$ cat src/rtl/honeybee_pkg.sv
// honeybee_pkg: shared state type, width/timeout constants and edge operand record
package honeybee_pkg;
  localparam int HB_BUS_WIDTH = 32;
  localparam int HB_RESULT_WIDTH = 64;
  localparam int HB_TIMEOUT_CYCLES = 1024;
  typedef enum logic [1:0] {IDLE, LAUNCH, WAIT, FINISH} hb_state_t;
  typedef struct packed {
    logic [HB_BUS_WIDTH-1:0] e5, e4, e3, e2, e1, e0;
  } hb_edge_t;
endpackage

$ cat src/rtl/hb_watchdog.sv
// hb_watchdog: launch-to-done cycle counter, expired at TIMEOUT_CYCLES-1
module hb_watchdog
  import honeybee_pkg::*;
#(
  parameter int TIMEOUT_CYCLES = HB_TIMEOUT_CYCLES,
  parameter int TIMEOUT_W = $clog2(TIMEOUT_CYCLES)
) (
  input  logic clk,
  input  logic rstb,
  input  logic clear,
  input  logic en,
  output logic expired
);
  logic [TIMEOUT_W-1:0] count;
  always_ff @(posedge clk or negedge rstb)
    if (!rstb) count <= '0;
    else if (clear) count <= '0;
    else if (en) count <= count + TIMEOUT_W'(1);
  assign expired = count == TIMEOUT_W'(TIMEOUT_CYCLES - 1);
endmodule

$ cat src/rtl/honeybee_dispatch.sv
// honeybee_dispatch: start/done sequencer for the honeybee collision accelerator.
// Define HB_RESULT_CACHE_EN to replay the last clean result for repeated operands.
module honeybee_dispatch
  import honeybee_pkg::*;
#(
  parameter int BUS_WIDTH = HB_BUS_WIDTH,
  parameter int RESULT_WIDTH = HB_RESULT_WIDTH,
  parameter int TIMEOUT_CYCLES = HB_TIMEOUT_CYCLES,
  parameter int TIMEOUT_W = $clog2(TIMEOUT_CYCLES)
) (
  input  logic                    clk,
  input  logic                    rstb,
  input  logic                    req,
  input  logic [BUS_WIDTH-1:0]    e0,
  input  logic [BUS_WIDTH-1:0]    e1,
  input  logic [BUS_WIDTH-1:0]    e2,
  input  logic [BUS_WIDTH-1:0]    e3,
  input  logic [BUS_WIDTH-1:0]    e4,
  input  logic [BUS_WIDTH-1:0]    e5,
  output logic                    busy,
  output logic                    done,
  output logic                    timeout,
  output logic                    hb_start,
  input  logic                    hb_ready,
  input  logic                    hb_done,
  input  logic [RESULT_WIDTH-1:0] hb_return,
  output logic [BUS_WIDTH-1:0]    hb_e0,
  output logic [BUS_WIDTH-1:0]    hb_e1,
  output logic [BUS_WIDTH-1:0]    hb_e2,
  output logic [BUS_WIDTH-1:0]    hb_e3,
  output logic [BUS_WIDTH-1:0]    hb_e4,
  output logic [BUS_WIDTH-1:0]    hb_e5,
  output logic [BUS_WIDTH-1:0]    result_lo,
  output logic [BUS_WIDTH-1:0]    result_hi,
  output logic                    result_valid
);
  hb_state_t state, next;
  logic [5:0][BUS_WIDTH-1:0] ops, in_ops;
  logic [RESULT_WIDTH-1:0] res, hit_res;
  logic accept, active, capture, abort, expired, hit;
  assign in_ops = {e5, e4, e3, e2, e1, e0};
  assign active = state == LAUNCH || state == WAIT;
  assign accept = state == IDLE && req;
  assign capture = active && hb_done;
  assign abort = active && !hb_done && expired;
  hb_watchdog #(.TIMEOUT_CYCLES(TIMEOUT_CYCLES), .TIMEOUT_W(TIMEOUT_W)) u_watchdog (
    .clk(clk), .rstb(rstb), .clear(accept), .en(active), .expired(expired)
  );
`ifdef HB_RESULT_CACHE_EN
  logic [5:0][BUS_WIDTH-1:0] tag;
  logic tag_valid;
  always_ff @(posedge clk or negedge rstb)
    if (!rstb) begin
      tag <= '0;
      tag_valid <= 1'b0;
      hit_res <= '0;
    end else if (capture) begin
      tag <= ops;
      tag_valid <= 1'b1;
      hit_res <= hb_return;
    end else if (abort) tag_valid <= 1'b0;
  assign hit = tag_valid && tag == in_ops;
`else
  assign hit = 1'b0;
  assign hit_res = '0;
`endif
  always_comb begin
    next = state;
    unique case (state)
      IDLE:    next = !req ? IDLE : hit ? FINISH : LAUNCH;
      LAUNCH:  next = (capture || abort) ? FINISH : hb_ready ? WAIT : LAUNCH;
      WAIT:    next = (capture || abort) ? FINISH : WAIT;
      default: next = IDLE;
    endcase
  end
  always_ff @(posedge clk or negedge rstb)
    if (!rstb) begin
      state <= IDLE;
      ops <= '0;
      res <= '0;
      timeout <= 1'b0;
      result_valid <= 1'b0;
    end else begin
      state <= next;
      if (accept) begin
        ops <= in_ops;
        timeout <= 1'b0;
        result_valid <= hit;
      end
      if (accept && hit) res <= hit_res;
      if (capture) res <= hb_return;
      if (abort) begin
        res <= '0;
        timeout <= 1'b1;
      end
      if (capture || abort) result_valid <= 1'b1;
    end
  assign busy = state != IDLE;
  assign done = state == FINISH;
  assign hb_start = state == LAUNCH;
  assign {hb_e5, hb_e4, hb_e3, hb_e2, hb_e1, hb_e0} = ops;
  assign result_lo = res[BUS_WIDTH-1:0];
  assign result_hi = res[RESULT_WIDTH-1:BUS_WIDTH];
endmodule

$ cat config.mk
export PLATFORM = sky130hd
export DESIGN_NAME = honeybee_dispatch
export DESIGN_NICKNAME = d
export VERILOG_FILES = /design/src/rtl/honeybee_pkg.sv /design/src/rtl/hb_watchdog.sv /design/src/rtl/honeybee_dispatch.sv
export SDC_FILE = /design/constraint.sdc
export NUM_CORES = 1
export LEC_CHECK = 0
export BUFFER_PORTS_ARGS = -buffer_cell sky130_fd_sc_hd__buf_2
export CAP_MARGIN = 20
export CORE_AREA = 2 2 204 206
export DETAILED_ROUTE_END_ITERATION = 16
export DIE_AREA = 0 0 206 208
export SLEW_MARGIN = 20
export SYNTH_ARGS = -nofsm -noshare
export SYNTH_HDL_FRONTEND = slang
export SYNTH_HIERARCHICAL = 1
export SYNTH_SLANG_ARGS = --single-unit
$ cat constraint.sdc
create_clock -name clk -period 2.12 [get_ports clk]
set_input_delay 0.212 -clock clk [delete_from_list [all_inputs] [get_ports clk]]
set_output_delay 0.212 -clock clk [all_outputs]
set_load 0.02 [all_outputs]
# Yosys cells after proc, flatten, opt, wreduce, memory -nomap -nowiden
# Index checks and enable logic that the tools add are counted.
[op_classes]
eq_ne = 4
addsub = 1
n_mux = 12
n_reduce_logical = 13
[op_table]
columns = ["cell", "n"]
rows = [
  ["two-way mux 64 bit", 2],
  ["two-way mux 10 bit", 2],
  ["adder 10 x 1 -> 10 bit (second input constant)", 1],
  ["equality test 10 bit (second input constant)", 1],
  ["nonzero test 2 bit", 5],
  ["one-hot mux 2 bit (3 select lines)", 1],
  ["two-way mux 1 bit", 5],
  ["equality test 2 bit (second input constant)", 2],
  ["logical AND 1 bit", 4],
  ["two-way mux 2 bit", 2],
  ["equality test 2 x 1 -> 1 bit (second input constant)", 1],
  ["zero test 2 bit", 1],
  ["logical OR 1 bit", 2],
  ["zero test 1 bit", 1],
]
[totals]
in_bits = 261
wordCells = 41
out_inout_bits = 261
regBits = 270

# Longest topological paths before layout
# Gate-level depths: netlist of the first run.
[logic_depth]
ltp_word = 7
depth_mapped = 9
ltp_nobuf = 7

# Modules after synthesis
# Netlist of the first run, hierarchy kept.
[by_module_without_submodules]
columns = ["mod", "cells_per_inst", "instances", "seq_area_each_um2", "area_each_um2"]
rows = [
  ["honeybee_dispatch", 572, 1, 6506.2, 10318.6],
  ["hb_watchdog", 49, 1, 250.2, 504.2],
]

# Least setup slack after synthesis of the first run
# OpenSTA, ideal clock, no wires.
[synth_timing]
path_kind = "register -> register"
from = "register state[1]"
to = "register u_watchdog.count[9]"
stages_incl_launch_ff = 10
path_buffers = 2
required_ps = 2042
slack_ps = 183
setup_ps = 78
t_arrival_ps = 1859
cell_sequence = "dfrtp_1 -> inv_1 -> ha_1 -> nand2_2 -> inv_2 -> buf_6 -> buf_8 -> o2111ai_4 -> or4_1 -> a21oi_1"
[synth_via]
elab_chain_len = 3
elab_cells_between_ends = 7
classes_between = "eq/ne: 2; mux: 1; reduce/logical: 4"
[synth_rtl]
columns = ["item", "line", "text"]
rows = [
  ["start, declared", "honeybee_dispatch.sv:37", "hb_state_t state, next;"],
  ["start signal, assigned", "honeybee_dispatch.sv:84", "state <= next;"],
  ["zero test 2 bit *", "honeybee_dispatch.sv:43", "assign accept = state == IDLE && req;"],
  ["logical AND 1 bit *", "honeybee_dispatch.sv:43", ""],
  ["net accept", "honeybee_dispatch.sv:40", "logic accept, active, capture, abort, expired, hit;"],
  ["two-way mux 10 bit or nonzero test 2 bit (tied branches)", "n/a", ""],
  ["end signal, assigned", "hb_watchdog.sv:18", "else if (en) count <= count + TIMEOUT_W'(1);"],
  ["end, declared", "hb_watchdog.sv:14", "logic [TIMEOUT_W-1:0] count;"],
]
# Mark *: on every way through the listed nets, which the timed path passes. The rest lies on a longest branch.
# A chain may end at the register's enable or synchronous reset.

# Final worst setup path of the first run
[layout_timing]
from = "register state[1]"
to = "register u_watchdog.count[9]"
[layout_via]
elab_chain_len = 3
elab_cells_between_ends = 7
classes_between = "eq/ne: 2; mux: 1; reduce/logical: 4"
[layout_rtl]
columns = ["item", "line", "text"]
rows = [
  ["equality test 2 x 1 -> 1 bit or equality test 2 bit (tied branches)", "honeybee_dispatch.sv:42", "assign active = state == LAUNCH || state == WAIT;"],
  ["logical OR 1 bit *", "honeybee_dispatch.sv:42", ""],
  ["net active", "honeybee_dispatch.sv:40", ""],
  ["nonzero test 2 bit (no source line) *", "n/a", ""],
]
# Marked as above.

==> metrics.yaml, run 1 <==
outcome: "finished clean"
coreArea_sq_um: 40600
synth_area_leaders: "dfrtp_1 (62%), mux2_4 (22%), a22o_1 (5.2%), mux2_2 (3.4%), buf_8 (2.4%)"
rsz0062_at_grt: "false"
syn_inst: 621
synthFlopType: "dfrtp_1"
tns_ns: 0
grt_max_degree: 67
cp_slowest_cell: "ha_1"
drive_above_1_share_pct: 55.4
max_freq_ghz: 0.528
ys_types: 33
initial_utilization_pct: 26.7
grt_pass1_wl_mm: 50.9
r2r_slack_ns: 0.23
whs_ns: 0.178
drcViolationCount: 0
cap_viol_max_count: 0
drt_iter0_drc: 370
crit_fanout: 9
firstDrtPassIters: 4
hold_buffers: 260
routed_wl_mm: 33.2
path_class: "reg2reg"
dp_hpwl_mm: 21.1
yosysTopAreaCellShare_pct: 62.4
grt_pass1_vias: 9469
fill_cells: 3557
track_usage_pct: 14.7
setup_viol: 0
cpPeakStageDelay_ns: 0.55
place_congestion: 0.777
synth_edf_count: 0
port_buffers: 521
fin_nets: 1699
path_delay_family: "adder cells"
vias: 8450
wl_per_cell_microns: 16.7
crit_arrival_ns: 2.36
post-route-util_pct: 43.8
vdd_drop_max_mv: 0.718
clk_path_buf_depth: 3
cts-root-buf: "clkbuf_16"
power_density_nw_per_um2: 1530
syn-num-nets: 887
pin_count: 522
reg2reg_to: "u_watchdog/count[9]$_DFFE_PN0P_"
worstSetupStartpointType: "register"
synth_common_cells: "dfrtp_1 (270), mux2_4 (159), a22o_1 (64), mux2_2 (33), buf_8 (17)"
relSlewSlack_pct: 63.3
yosysWarnings: 6
critPathRequiredTime_ns: 2.59
cts_max_level: 1
area.sequential_sq_um: 6760
clkTransAtPathRegs_ns: 0.06
dieArea_sq_um: 42800
ys_seq_area_share_pct: 62.4
antenna_found_initial: 1
reg2reg_depth: 5
dieWidth_microns: 206
fin_skew_ns: 0.0143
synth_area_leader_cell: "dfrtp_1"
syn_area_sq_um: 10800
hp-class: "in2async"
finalMaxSlewViolations: 0
path_cells: "inv_1, ha_1, o2111ai_4, or4_1, a21oi_1"
cts_sinks: 270
cts_tree: "built"
overflow: 0
fin_crit_sh_pct: 89.4
hold_viol_final: 0
cp_num_buf_inv: 1
syn_to_final_growth_pct: 64.2
dieHeight_microns: 208
cts_made_buffers: 31
insertion_delay_ns: 0.56
crit_path_end_kind: "register"
yosysMostFrequentCell: "dfrtp_1"
syn_avg_cell_area_sq_um: 17.4
worstMarginPinSlew_ns: 0.550
antenna_left: 0
num_rows: 74
leakagePower_nw: 8.82
multi_input_area_sq_um: 3700
synth.ff_latch_count: 270
r2r-start: "state[1]$_DFF_PN0_"
async_reset_ff_share_pct: 100
vias_per_cell: 4.26
period_needed_ns: 1.89
cts_setup_buffers: 0
ctsResizeCount: 0
## per-stage QoR
| step | area [sq um] | instances | total power, mW | worst slack (ns) |
|---|---|---|---|---|
| 5_1_grt | 17800 | 1985 | 28.5 | 0.0894 |
| 3_5_place_dp | 14200 | 1672 | 21.5 | 0.235 |
| 4_1_cts | 17800 | 1984 | 27.3 | 0.233 |
| 6_report | 17800 | 1985 | 27.2 | 0.225 |
| 2_1_floorplan | 10800 | 621 | 17.3 | 0.183 |
| 3_3_place_gp | 14200 | 1672 | 21.3 | 0.309 |
## cell families after synthesis
kind of cell               share of synthesized area [%]
DFF                                                 62.4
muxes                                               25.7
xor gates and xnor gates                           0.324
buffers and inverters                               3.50
adders and majority gates                          0.578
and+or+nand+nor                                     1.20
AOI/OAI and AO/OA                                   6.29
## per-layer routing
layer	track usage (%)	up-vias	part of all wire [%]
li1	-	3859	-
met1	17.1	4156	40
met2	26.3	352	51
met3	2.54	83	6.0
met4	6.45	0	3.7
met5	0	-	0
## registers in the layout, indices dropped and copies added (netlist names)
register	cells
hb_e0	32
u_watchdog/count	10
result_valid	1
hb_e2	32
state	2
hb_e5	32
hb_e4	32
hb_e1	32
res	64
timeout	1
hb_e3	32
## layout make-up
cell class                      count  share of cell area (%)
Sequential cell                   270                    38.0
Timing Repair Buffer              816                    31.7
Multi-Input combinational cell    309                    20.8
Clock buffer                       39                    4.87
Tap cell                          532                    3.74
Clock inverter                     13                   0.704
Inverter                            5                   0.148
Antenna cell                        1                  0.0141
## layout by cell type (no fill, tap or decap), types with 2 or more instances in the layout
master	count
o21ai_0	5
o31ai_1	2
inv_1	4
dfrtp_1	270
xor2_1	3
clkinv_2	8
buf_4	23
nand2_1	7
ha_1	5
a22o_1	64
a21oi_1	5
clkbuf_8	6
mux2_4	159
clkbuf_1	2
inv_6	2
or3_1	3
dlygate4sd3_1	260
mux2_2	33
bufinv_16	2
buf_2	520
nor2_1	5
buf_12	12
nand3_1	3
clkbuf_16	31
or4_1	2
mux2i_1	2
## worst max-delay path by stage
stage	start	to	slack, ns	cells past startpoint
3_3_place_gp	state[0]$_DFF_PN0_	u_watchdog/count[9]$_DFFE_PN0P_	0.31	5
3_5_place_dp	state[0]$_DFF_PN0_	u_watchdog/count[9]$_DFFE_PN0P_	0.23	5
5_1_grt	state[0]$_DFF_PN0_	u_watchdog/count[9]$_DFFE_PN0P_	0.09	5
4_1_cts	state[0]$_DFF_PN0_	u_watchdog/count[9]$_DFFE_PN0P_	0.23	5
6_report	state[1]$_DFF_PN0_	u_watchdog/count[9]$_DFFE_PN0P_	0.23	5
2_1_floorplan	state[1]$_DFF_PN0_	u_watchdog/count[9]$_DFFE_PN0P_	0.18	9
## where the power goes
part / switching (mW) / leakage (nW) / total [mW] / internal, mW
Sequential: 1.48 / 3.23 / 9.19 / 7.71
Combinational: 6.73 / 5.09 / 12.8 / 6.03
Clock: 2.13 / 0.496 / 5.24 / 3.10
## worst register-to-register path, stage by stage, from the launching register on
cell and delay [ns]:
dfrtp_1 0.37, inv_1 0.09, ha_1 0.55, o2111ai_4 0.20, or4_1 0.43, a21oi_1 0.17
Power figures use the tool's default switching activity.
==> run 2, diff against run 1 <==
--- a/config.mk
+++ b/config.mk
@@ -11,4 +11,5 @@
 export DETAILED_ROUTE_END_ITERATION = 16
 export DIE_AREA = 0 0 206 208
+export GPL_TIMING_DRIVEN = 0
 export SLEW_MARGIN = 20
 export SYNTH_ARGS = -nofsm -noshare
==> constraint.sdc (replaced) <==
create_clock -name clk -period 2.12 [get_ports clk]
set_input_delay 0.424 -clock clk [delete_from_list [all_inputs] [get_ports clk]]
set_output_delay 0.424 -clock clk [all_outputs]
set_load 0.02 [all_outputs]
==> metrics.yaml, run 2 (synthesized netlist as in run 1, its figures left out) <==
outcome: "finished clean"
layout_common_cells: "buf_2 (535), dfrtp_1 (270), mux2_4 (159), a22o_1 (64), mux2_2 (33)"
insertion_delay_ns: 0.55  # about the same
vdd_drop_max_mv: 0.794  # +11%
firstDrtPassIters: 4  # unchanged
place_congestion: 0.786  # +1.2%
setup_viol: 0  # unchanged
pre_cts_ws_ns: -0.182  # -0.417 ns
cts-root-buf: "clkbuf_16"
clk_path_buf_depth: 3  # unchanged
port_buffers: 521  # unchanged
crit_path_end_kind: "register"
antenna_left: 0  # unchanged
cts_max_level: 1  # unchanged
drt_iter0_drc: 230  # -38%
fin_crit_sh_pct: 91.4  # +2.0 points
antenna_found_initial: 1  # unchanged
drive_above_1_share_pct: 67.0  # +12 points
cts_made_buffers: 31  # unchanged
dp_hpwl_mm: 21.7  # +3.0%
overflow: 0  # unchanged
dieWidth_microns: 206  # unchanged
r2r_slack_ns: 0.18  # -0.04 ns
top_register: "res"
pin_count: 522  # unchanged
vias: 7335  # -13%
coreArea_sq_um: 40600  # unchanged
critPathRequiredTime_ns: 2.60  # about the same
grt_pass1_vias: 7793  # -18%
fin_ws_ns: 0.183  # -0.0427 ns
final_common_cell: "buf_2"
drcViolationCount: 0  # unchanged
cts_sinks: 270  # unchanged
power_density_nw_per_um2: 1760  # +15%
reg2reg_depth: 8  # +3
dieHeight_microns: 208  # unchanged
fin_nets: 1446  # -15%
finalMaxSlewViolations: 0  # unchanged
initial_utilization_pct: 26.7  # unchanged
cp-startpoint: "state[1]$_DFF_PN0_"
hp-class: "in2reg"
track_usage_pct: 12.8  # -1.9 points
area.sequential_sq_um: 6760  # unchanged
leakagePower_nw: 7.78  # -12%
path_class: "reg2reg"
crit_arrival_ns: 2.41  # +0.05 ns
setup.worst_path.end: "u_watchdog/count[9]$_DFFE_PN0P_"
max_freq_ghz: 0.516  # -2.2%
crit_fanout: 10  # +1
routed_wl_mm: 29.2  # -12%
power.total_mw: 26.9  # -1.1%
worstMarginPinSlew_ns: 0.673  # +0.123 ns
num_rows: 74  # unchanged
cap_viol_max_count: 0  # unchanged
grt_max_degree: 95  # +42%
dieArea_sq_um: 42800  # unchanged
fin_skew_ns: 0.0137  # -0.000595 ns
syn_to_final_growth_pct: 41.1
clkTransAtPathRegs_ns: 0.06  # about the same
relSlewSlack_pct: 55.1  # -8.2 points
reg2reg_to: "u_watchdog/count[9]$_DFFE_PN0P_"
fill_cells: 3955  # +11%
multi_input_area_sq_um: 3690  # -0.20%
hold_viol_final: 0  # unchanged
worstSetupStartpointType: "register"
cts_tree: "built"
grt_pass1_wl_mm: 44.0  # -14%
r2r-start: "state[1]$_DFF_PN0_"
period_needed_ns: 1.94  # +0.0427 ns
vias_per_cell: 4.23  # -0.63%
wl_per_cell_microns: 16.8  # +0.66%
largest_reg_flops: 64  # unchanged
run 2: how the worst min path moves through the flow:
stage	startpoint	to	slack, ns	depth (start not counted)
finish	hb_return[28]	res[28]$_DFFE_PN0P_	0.08	2
global route	hb_return[26]	res[26]$_DFFE_PN0P_	0.06	2
CTS	hb_return[4]	res[4]$_DFFE_PN0P_	0.05	2
detailed placement	timeout$_DFFE_PN0P_	timeout$_DFFE_PN0P_	0.47	2
global placement	result_valid$_DFFE_PN0P_	result_valid$_DFFE_PN0P_	0.47	2
floorplan	rstb	hb_e0[0]$_DFFE_PN0P_	0.13	0
run 2: power breakdown:
group | switching (mW) | internal, mW
combinational | 6.57 | 5.75
sequential | 1.41 | 7.70
clock | 2.10 | 3.36
total | 10.1 | 16.8
run 2: area by class of cell:
| cell class | instances | share of cell area, % |
|---|---|---|
| Clock inverter | 12 | 1.11 |
| Tap cell | 532 | 4.36 |
| Inverter | 5 | 0.172 |
| Multi-Input combinational cell | 309 | 24.2 |
| Antenna cell | 1 | 0.0164 |
| Sequential cell | 270 | 44.3 |
| Buffer | 36 | 2.32 |
| Timing Repair Buffer | 527 | 17.8 |
| Clock buffer | 42 | 5.74 |
run 2: critical path: stages, from the launching register on:
cell	delay (ns)
dfrtp_1	0.40
inv_1	0.12
ha_1	0.20
nand2_2	0.13
inv_8	0.08
buf_12	0.14
o2111ai_4	0.20
or4_1	0.44
a21oi_1	0.15
run 2: metal layers:
layer,routed length (microns),share of wire [%],GRT usage [%],up-vias
met1,11900,41,15.7,3671
met3,2090,7.2,2.77,37
met5,0,0,0,-
met2,14600,50,22.1,279
met4,613,2.1,4.16,0
li1,-,-,-,3348
run 2: through the flow:
| step | instances | cell area (sq um) | TNS [ns] | hold WS, ns | utilization (%) |
|---|---|---|---|---|---|
| finish | 1734 | 15300 | 0 | 0.0825 | 37.6 |
| global route | 1734 | 15300 | -0.0713 | 0.0554 | 37.6 |
| CTS | 1730 | 15200 | 0 | 0.0476 | 37.5 |
| detailed placement | 1676 | 14200 | -0.424 | 0.472 | 34.9 |
| global placement | 1674 | 14100 | -1165.36 | 0.467 | 34.8 |
| floorplan | 621 | 10800 | 0 | 0.128 | - |
run 2: repair_timing:
| action | in CTS | in global routing |
|---|---|---|
| buffers inserted | 0 | 2 |
| pin swaps | 0 | 0 |
| hold buffers | 1 | 0 |
| cloned | 0 | 1 |
| setup endpoints to repair | 3 | 62 |
| gates resized for setup | 3 | 4 |
| hold endpoints to repair | 82 | 0 |
==> run 3, diff against run 2 <==
Settings changed: PLACE_DENSITY set to 0.53.
==> metrics.yaml, run 3 (synthesized netlist as in run 1, its figures left out) <==
pin_count: 522  # unchanged
max_freq_ghz: 0.507  # -1.9%
stdcell_area_sq_um: 15300  # +0.16%
insertion_delay_ns: 0.55  # about the same
fill_cells: 3947  # -0.20%
top_register: "res"
path_class: "reg2reg"
fin_nets: 1444  # -0.14%
reg2reg_to: "u_watchdog/count[9]$_DFFE_PN0P_"
syn_to_final_growth_pct: 41.3
crit_arrival_ns: 2.45  # +0.04 ns
num_rows: 74  # unchanged
dp_cells: 1677  # +0.060%
p_seq_share_pct: 33.8  # about the same
largest_reg_flops: 64  # unchanged
place_congestion: 0.812  # +3.3%
fin_ws_ns: 0.146  # -0.0366 ns
vias: 7356  # +0.29%
path_cells: "inv_1, ha_2, nand2_2, clkinv_4, buf_12, o2111ai_4, or4_4, a21oi_2"
hp-class: "in2reg"
r2r-start: "state[0]$_DFF_PN0_"
relSlewSlack_pct: 64.6  # +9.5 points
rsz0062_at_grt: "false"
worstSetupStartpointType: "register"
min-delay-start: "hb_ready"
firstDrtPassIters: 4  # unchanged
routed_wl_mm: 31.1  # +6.5%
dieWidth_microns: 206  # unchanged
fin_crit_sh_pct: 93.1  # +1.7 points
cpPeakStageDelay_ns: 0.46  # +0.02 ns
cts_sinks: 270  # unchanged
switching_share_pct: 37.7  # +0.22 points
outcome: "finished clean"
critPathRequiredTime_ns: 2.60  # about the same
cts_max_level: 1  # unchanged
path_delay_family: "simple AND/OR/NAND/NOR gates"
p_sw_mw: 10.1  # +0.60%
power.total_mw: 26.9  # about the same
crit_path_end_kind: "register"
cts_tree: "built"
initial_utilization_pct: 26.7  # unchanged
min_path_cells: 2  # unchanged
drive_above_1_share_pct: 67.2  # +0.19 points
dieHeight_microns: 208  # unchanged
cp_slowest_cell: "or4_4"
tns_ns: 0  # unchanged
post-route-util_pct: 37.7  # +0.059 points
power_density_nw_per_um2: 1760  # -0.14%
hold_end: "state[0]$_DFF_PN0_"
coreArea_sq_um: 40600  # unchanged
period_needed_ns: 1.97  # +0.0366 ns
antenna_found_initial: 2  # +1
vias_per_cell: 4.24  # +0.17%
layout_common_cells: "buf_2 (535), dfrtp_1 (270), mux2_4 (159), a22o_1 (64), mux2_2 (33)"
vdd_drop_max_mv: 0.691  # -13%
drt_iter0_drc: 289  # +26%
fin_skew_ns: 0.00642  # -0.00725 ns
track_usage_pct: 13.9  # +1.1 points
cap_viol_max_count: 0  # unchanged
grt_max_degree: 95  # unchanged
cts_made_buffers: 30  # -3.2%
finalMaxSlewViolations: 0  # unchanged
instances_no_fill: 1736  # +0.12%
clock_power_share_pct: 19.9  # -0.4 points
port_buffers: 521  # unchanged
hold_viol_final: 0  # unchanged
leakagePower_nw: 7.79  # about the same
reg2reg_depth: 8  # unchanged
pre_cts_ws_ns: -0.219  # -0.0362 ns
antenna_left: 0  # unchanged
setup_viol: 0  # unchanged
grt_pass1_vias: 7775  # -0.23%
crit_fanout: 10  # unchanged
overflow: 0  # unchanged
cp_num_buf_inv: 3  # unchanged
dp_hpwl_mm: 23.7  # +8.9%
r2r_slack_ns: 0.15  # -0.04 ns
power_frac_comb_pct: 46.3  # +0.5 points
drcViolationCount: 0  # unchanged
wl_per_cell_microns: 17.9  # +6.4%
grt_pass1_wl_mm: 46.9  # +6.4%
clk_path_buf_depth: 3  # unchanged
whs_ns: 0.0810  # -0.00151 ns
clkTransAtPathRegs_ns: 0.06  # about the same
worstMarginPinSlew_ns: 0.532  # -0.142 ns
dieArea_sq_um: 42800  # unchanged
p_int_mw: 16.8  # -0.34%
final_common_cell: "buf_2"
dpl-instance-area_sq_um: 14200  # +0.19%
cts-root-buf: "clkbuf_16"
## run 3: cell types whose count changed in the layout (fill, tap and decap cells not counted), moves of 2 or more
cell and delta:
clkbuf_1 +2, clkbuf_8 +5, buf_4 -2, bufinv_16 -2
## run 3: worst max-delay path by stage
stage	from	slack, ns	endpoint	cells after the start
floorplan	state[1]$_DFF_PN0_	0.18	u_watchdog/count[9]$_DFFE_PN0P_	9
global placement	rstb	-4.53	hb_e2[17]$_DFFE_PN0P_	1
detailed placement	state[1]$_DFF_PN0_	-0.22	u_watchdog/count[9]$_DFFE_PN0P_	9
CTS	u_watchdog/count[0]$_DFFE_PN0P_	0.05	res[33]$_DFFE_PN0P_	7
global route	state[0]$_DFF_PN0_	0.0007	u_watchdog/count[9]$_DFFE_PN0P_	8
finish	state[0]$_DFF_PN0_	0.15	u_watchdog/count[9]$_DFFE_PN0P_	8
## run 3: cell type report
class | count | area (sq um) | share of cell area [%]
Antenna cell | 2 | 5.00 | 0.0327
Buffer | 36 | 354 | 2.32
Clock buffer | 49 | 953 | 6.24
Clock inverter | 7 | 87.6 | 0.573
Inverter | 5 | 23.8 | 0.155
Multi-Input combinational cell | 309 | 3700 | 24.2
Sequential cell | 270 | 6760 | 44.2
Tap cell | 532 | 666 | 4.35
Timing Repair Buffer | 526 | 2740 | 17.9
## run 3: power by group through the flow
stage	registers [mW]	logic (mW)	clock network (mW)
final	9.09	12.4	5.36
after global routing	9.41	13.2	5.81
after CTS	9.10	12.6	5.55
after detailed placement	9.12	12.5	0
after global placement	9.04	12.5	0
after floorplan	12.1	5.21	0
## run 3: layer usage
| layer | up-vias | track usage (%) | share of wire [%] |
|---|---|---|---|
| met4 | 0 | 4.51 | 2.4 |
| met2 | 254 | 24.6 | 51 |
| li1 | 3361 | - | - |
| met5 | - | 0 | 0 |
| met3 | 45 | 2.80 | 6.6 |
| met1 | 3696 | 16.7 | 40 |
## run 3: what timing repair did
| item | CTS | global route |
|---|---|---|
| hold buffers | 1 | 0 |
| buffers inserted | 0 | 0 |
| endpoints found under the hold margin | 27 | 0 |
| endpoints found under the setup margin | 3 | 52 |
| gates resized for setup | 3 | 6 |
| cloned | 1 | 0 |
